===== src/rtl/result_writer.sv =====
// ----------------------------------------------------------------------------
// result_writer
//   Drains the systolic array's C_ROWS x C_COLS accumulator results into the
//   result-matrix Data_Mem, one element per clock, in row-major order.
//   A `start` pulse in IDLE snapshots every accumulator, so the array may
//   change `results` freely while the drain is in progress.
//
//   Optional feature macro: RESULT_WRITER_SAT_EN
//     defined   : accumulators are saturated to the signed DATA_WIDTH range and
//                 any clamped element sets the sticky `ovf` flag
//     undefined : accumulators are wrapped (low DATA_WIDTH bits), `ovf` is 0
//
// Ports
//   clk        in   system clock, rising edge
//   reset      in   asynchronous, active-low reset
//   start      in   results-valid pulse from the array (sampled in IDLE only)
//   results    in   flattened accumulators, element k = r*C_COLS+c
//   busy       out  high while writing and during the done cycle
//   done       out  one-cycle pulse after the last write
//   mem_wr_en  out  Data_Mem write enable
//   mem_addr   out  Data_Mem address
//   mem_data   out  Data_Mem write data
//   ovf        out  sticky saturation flag
// ----------------------------------------------------------------------------
module result_writer #(
    parameter int unsigned C_ROWS     = 3,
    parameter int unsigned C_COLS     = 3,
    parameter int unsigned ACC_WIDTH  = 32,
    parameter int unsigned DATA_WIDTH = 16,
    parameter int unsigned ADDR_WIDTH = $clog2(C_ROWS * C_COLS)
) (
    input  logic                                 clk,
    input  logic                                 reset,
    input  logic                                 start,
    input  logic [C_ROWS*C_COLS*ACC_WIDTH-1:0]   results,
    output logic                                 busy,
    output logic                                 done,
    output logic                                 mem_wr_en,
    output logic [ADDR_WIDTH-1:0]                mem_addr,
    output logic [DATA_WIDTH-1:0]                mem_data,
    output logic                                 ovf
);

    localparam int unsigned N = C_ROWS * C_COLS;
    localparam logic [ADDR_WIDTH-1:0] LAST_ADDR = ADDR_WIDTH'(N - 1);

    localparam logic [1:0] S_IDLE  = 2'd0;
    localparam logic [1:0] S_WRITE = 2'd1;
    localparam logic [1:0] S_DONE  = 2'd2;

    logic [1:0]            state_q, state_d;
    logic [ADDR_WIDTH-1:0] cnt_q, cnt_d;
    logic [ACC_WIDTH-1:0]  snap_q [N];
    logic [ACC_WIDTH-1:0]  snap_d [N];

    logic                  busy_q, busy_d;
    logic                  done_q, done_d;
    logic                  wr_en_q, wr_en_d;
    logic [ADDR_WIDTH-1:0] addr_q, addr_d;
    logic [DATA_WIDTH-1:0] data_q, data_d;
    logic                  ovf_q, ovf_d;

    // Element currently being drained and its narrowed form.
    logic signed [ACC_WIDTH-1:0] cur_acc;
    logic [DATA_WIDTH-1:0]       cur_data;
    logic                        cur_clamp;

    assign cur_acc = snap_q[cnt_q];

`ifdef RESULT_WRITER_SAT_EN
    // Signed limits of the memory word, sign-extended to accumulator width.
    localparam logic signed [ACC_WIDTH-1:0] SAT_MAX =
        {{(ACC_WIDTH - DATA_WIDTH + 1){1'b0}}, {(DATA_WIDTH - 1){1'b1}}};
    localparam logic signed [ACC_WIDTH-1:0] SAT_MIN =
        {{(ACC_WIDTH - DATA_WIDTH + 1){1'b1}}, {(DATA_WIDTH - 1){1'b0}}};

    // Saturating narrow: clamp to the signed memory range and flag it.
    always_comb begin
        cur_clamp = 1'b0;
        cur_data  = cur_acc[DATA_WIDTH-1:0];
        if (cur_acc > SAT_MAX) begin
            cur_clamp = 1'b1;
            cur_data  = SAT_MAX[DATA_WIDTH-1:0];
        end else if (cur_acc < SAT_MIN) begin
            cur_clamp = 1'b1;
            cur_data  = SAT_MIN[DATA_WIDTH-1:0];
        end
    end
`else
    // Wrapping narrow: keep the low bits; the upper accumulator bits are
    // intentionally discarded.
    logic unused_acc;
    assign unused_acc = ^cur_acc;
    assign cur_clamp  = 1'b0;
    assign cur_data   = cur_acc[DATA_WIDTH-1:0];
`endif

    // Next-state and registered-output logic.
    always_comb begin
        state_d = state_q;
        cnt_d   = cnt_q;
        snap_d  = snap_q;
        busy_d  = 1'b0;
        done_d  = 1'b0;
        wr_en_d = 1'b0;
        addr_d  = addr_q;
        data_d  = data_q;
        ovf_d   = ovf_q;

        case (state_q)
            S_IDLE: begin
                if (start) begin
                    for (int unsigned k = 0; k < N; k++) begin
                        snap_d[k] = results[k*ACC_WIDTH +: ACC_WIDTH];
                    end
                    cnt_d   = '0;
                    ovf_d   = 1'b0;
                    state_d = S_WRITE;
                end
            end
            S_WRITE: begin
                busy_d  = 1'b1;
                wr_en_d = 1'b1;
                addr_d  = cnt_q;
                data_d  = cur_data;
                ovf_d   = ovf_q | cur_clamp;
                // Counter stops at the last address; it never wraps.
                if (cnt_q == LAST_ADDR) begin
                    state_d = S_DONE;
                end else begin
                    cnt_d = cnt_q + ADDR_WIDTH'(1);
                end
            end
            S_DONE: begin
                busy_d  = 1'b1;
                done_d  = 1'b1;
                state_d = S_IDLE;
            end
            default: begin
                state_d = S_IDLE;
            end
        endcase
    end

    // State and output registers; reset abandons any drain in progress.
    always_ff @(posedge clk or negedge reset) begin
        if (!reset) begin
            state_q <= S_IDLE;
            cnt_q   <= '0;
            for (int unsigned k = 0; k < N; k++) begin
                snap_q[k] <= '0;
            end
            busy_q  <= 1'b0;
            done_q  <= 1'b0;
            wr_en_q <= 1'b0;
            addr_q  <= '0;
            data_q  <= '0;
            ovf_q   <= 1'b0;
        end else begin
            state_q <= state_d;
            cnt_q   <= cnt_d;
            for (int unsigned k = 0; k < N; k++) begin
                snap_q[k] <= snap_d[k];
            end
            busy_q  <= busy_d;
            done_q  <= done_d;
            wr_en_q <= wr_en_d;
            addr_q  <= addr_d;
            data_q  <= data_d;
            ovf_q   <= ovf_d;
        end
    end

    assign busy      = busy_q;
    assign done      = done_q;
    assign mem_wr_en = wr_en_q;
    assign mem_addr  = addr_q;
    assign mem_data  = data_q;
    assign ovf       = ovf_q;

endmodule


===== config.mk =====
export PLATFORM = sky130hd
export DESIGN_NAME = result_writer
export DESIGN_NICKNAME = d
export VERILOG_FILES = /design/src/rtl/result_writer.sv
export SDC_FILE = /design/constraint.sdc
export NUM_CORES = 1
export LEC_CHECK = 0
export CAP_MARGIN = 30
export CORE_ASPECT_RATIO = 0.9
export CORE_MARGIN = 4
export CORE_UTILIZATION = 39
export CTS_CLUSTER_SIZE = 30
export DETAILED_ROUTE_END_ITERATION = 8
export PLACE_DENSITY = 0.75
export SYNTH_ARGS = -nofsm -noshare
export SYNTH_HDL_FRONTEND = slang
export SYNTH_SLANG_ARGS = --single-unit

===== constraint.sdc =====
create_clock -name clk -period 1.6 [get_ports clk]
set_input_delay 0.48 -clock clk [delete_from_list [all_inputs] [get_ports clk]]
set_output_delay 0.48 -clock clk [all_outputs]
set_load 0.05 [all_outputs]

==> key figures <==
STA
  – Final Skew: 0.00982 ns
  – Setup TNS: 0 ns
  – RSZ-0062 raised after global routing: true
  – # setup viols final: 0
  – Tmin final: 1.59 ns
  – Max Freq: 629 MHz
  – Slew Viols, Final: 0
  – Fin crit share: 0.993
  – Final hold vios: 0

Critical path
  – Register-to-Register Path Depth: 6
  – CP peak stage delay: 0.54 ns
  – Crit path cell chain: clkdlybuf4s50_1 -> nand2_8 -> buf_12 -> mux2_2
  – FF-to-FF setup slack: 0.03 ns
  – Required time of the worst setup path: 1.90 ns
  – Worst EP arrival: 1.89 ns
  – Cell family with most CP delay: buffers and inverters
  – Crit path max fanout: 25
  – Startpoint class of the critical path: input port
  – CP startpoint: start
  – Crit Path Class: in2reg
  – Slowest cell on crit path: clkdlybuf4s50_1
  – Critical Path Stages: 4
  – Reg-to-Reg End: state_q[0]
  – Buf/Inv on CP: 2
  – Crit end category: flop
  – RR Startpoint: cnt_q[0]
  – Crit path to: snap_q[41]

Global routing
  – Global-route wire length before repair: 31800 um
  – Largest net degree at the start of global routing: 57
  – GRT overflow: 0
  – Number of global-route vias before repair: 5780
  – All-Layer GR Usage: 0.185
  – Initial antenna violation count: 0

Final layout
  – Finished layout cell area: 0.0111 mm^2
  – Diode count: 0
  – Final core utilization: 0.570
  – Final #Nets: 1030
  – Area Overhead vs Synth: 42.3%
  – Layout cells sized above 1: 0.318

Pwr
  – LEAKAGE: 0.00456 uW
  – PD cells: 2020 mW/mm^2
  – Total Power: 22300 uW
  – Max IR drop VDD: 0.839 mV

Floorplan
  – Die area: 0.0222 mm^2
  – Starting Density: 0.400
  – Die extent in x: 157 um
  – IO Pins: 315
  – Die H: 142 um
  – FP Rows: 48
  – Core box area: 0.0194 mm^2

Synthesis
  – Synth Area in Adders: 0.0113
  – Top cells by area, synth: dfrtp_1 56%, mux2_2 16%, mux2_1 15%, o22ai_1 2.6%, a32oi_1 1.8%
  – Cells after synthesis: 531
  – Synth Area in Compound Gates: 0.0649
  – Simple-gate area share of the yosys netlist: 0.0161
  – Syn_nets: 829
  – Post-synth top area share: 0.557
  – Post-synthesis sequential area ratio: 0.557
  – Post-synth top cells: 173 x dfrtp_1, 111 x mux2_2, 102 x mux2_1, 32 x o22ai_1, 17 x buf_2
  – Largest family of logic cells by synthesized area: multiplexers
  – Syn. warnings: 0
  – Synth Area in XOR/XNOR: 0
  – Synth area leader: dfrtp_1
  – Mux contribution to synthesized area: 0.313
  – Post-synth EDFFs: 0
  – Synth unique cells: 32
  – Mean Syn Cell Area: 14.6 um^2
  – Number of synthesized register bits: 173
  – Ys async rst share: 1.00
  – Post-Syn Area: 0.00777 mm^2
  – Most used DFF post-synth: dfrtp_1
  – Cell with the most instances after synthesis: dfrtp_1

Routing
  – Drt drc: 0
  – Via density: 5.18
  – Drt initial violations: 246
  – Post-DRT Antenna Nets: 0
  – WL final: 20300 um
  – Vias: 5159
  – Wirelength per Cell: 20.4 um
  – 1st-pass router iterations: 4

Clock network
  – CTS tree: done
  – CTS max path bufs: 2
  – Root buf cell: clkbuf_16
  – CTS H-tree depth: 4
  – Clk_lat worst skew: 0.42 ns
  – CTS sink cnt: 173
  – Cts bufs inserted: 17
  – Clock Pin Slew Worst Setup and Hold Paths: 0.06 ns

Worst hold path
  – Hold Crit Class: reg2reg
  – Worst Min Path Start: snap_q[263]

Run
  – Maxcap violations: 0

Run status
  – Outcome: completed

Placement
  – Post-DP Area: 0.0103 mm^2
  – Post-DP HPWL: 14800 um
  – Routability cong.: 0.851
  – Buffers on Ports: 169
==> routing by layer <==
| layer | share of wire | vias up | GRT usage |
|---|---|---|---|
| met5 | 0 | - | 0 |
| met4 | 0.013 | 0 | 0.0470 |
| met3 | 0.064 | 16 | 0.0546 |
| met2 | 0.48 | 150 | 0.297 |
| met1 | 0.44 | 2625 | 0.247 |
| li1 | - | 2368 | - |
==> final cells by class <==
type / instances / area [um^2]
clock buffer: 23 / 468
sequential: 173 / 4340
tap: 250 / 313
clock inverter: 9 / 113
multi-input combinational: 314 / 3270
timing repair buffer: 220 / 2520
fill: 1520 / 8350
inverter: 6 / 30.0
==> what timing repair did <==
item                                    in CTS  in global routing
setup buffers                                0                  3
gates resized for setup                     10                 15
hold buffers                                 1                  0
hold endpoints to repair                    23                  0
gates cloned                                 0                  1
endpoints found under the setup margin     146                120
pin swaps                                    0                  1
==> report_power, final <==
group / leakage [uW] / switching, uW / total [uW] / internal, uW
Sequential: 0.00205 / 1360 / 7980 / 6620
Combinational: 0.00225 / 4570 / 10200 / 5660
Clock: 0.000270 / 1690 / 4070 / 2390
==> flip-flops by register name, indices dropped and copies added (netlist names) <==
| register | flops |
|---|---|
| busy | 1 |
| cnt_q | 4 |
| done | 1 |
| mem_addr | 4 |
| mem_data | 16 |
| mem_wr_en | 1 |
| snap_q | 144 |
| state_q | 2 |
==> cells in the final DEF, fill, tap and decap left out, drive strengths merged, types with 2 or more instances in the layout <==
cell,netlist,final
nand2b,2,2
mux2,213,213
nand2,9,9
clkbuf,3,24
nor2b,3,3
dfrtp,173,173
clkinv,0,3
bufinv,0,2
inv,6,6
clkdlybuf4s50,0,145
o31ai,16,16
nand4b,2,2
ha,7,7
a32oi,16,16
mux2i,3,3
o22ai,32,32
clkinvlp,0,4
buf,35,73
==> cells by family (layout without fill, tap and decap cells) <==
kind of cell / count (synthesis) / after routing
flops: 173 / 173
fa+ha+maj: 7 / 7
simple gates: 21 / 21
other cells: 1 / 1
compound gates: 69 / 69
buf+inv: 44 / 258
mux: 216 / 216
==> worst min path at each step <==
stage	to	slack [ns]	cells after the start
2_1_floorplan	busy	0.18	0
3_3_place_gp	snap_q[98]	0.36	1
3_5_place_dp	snap_q[130]	0.37	1
4_1_cts	snap_q[33]	0.49	2
5_1_grt	snap_q[263]	0.50	1
6_report	snap_q[263]	0.48	1
==> stage by stage <==
step / setup WS, ns / hold WS (ns) / std cells
finish: 0.0110 / 0.484 / 995
global route: -0.0378 / 0.500 / 995
CTS: 0.00372 / 0.489 / 991
detailed placement: -0.386 / 0.365 / 958
global placement: -0.364 / 0.365 / 958
floorplan: -0.130 / 0.184 / 531
No activity file was read; power rests on OpenSTA's default activity.
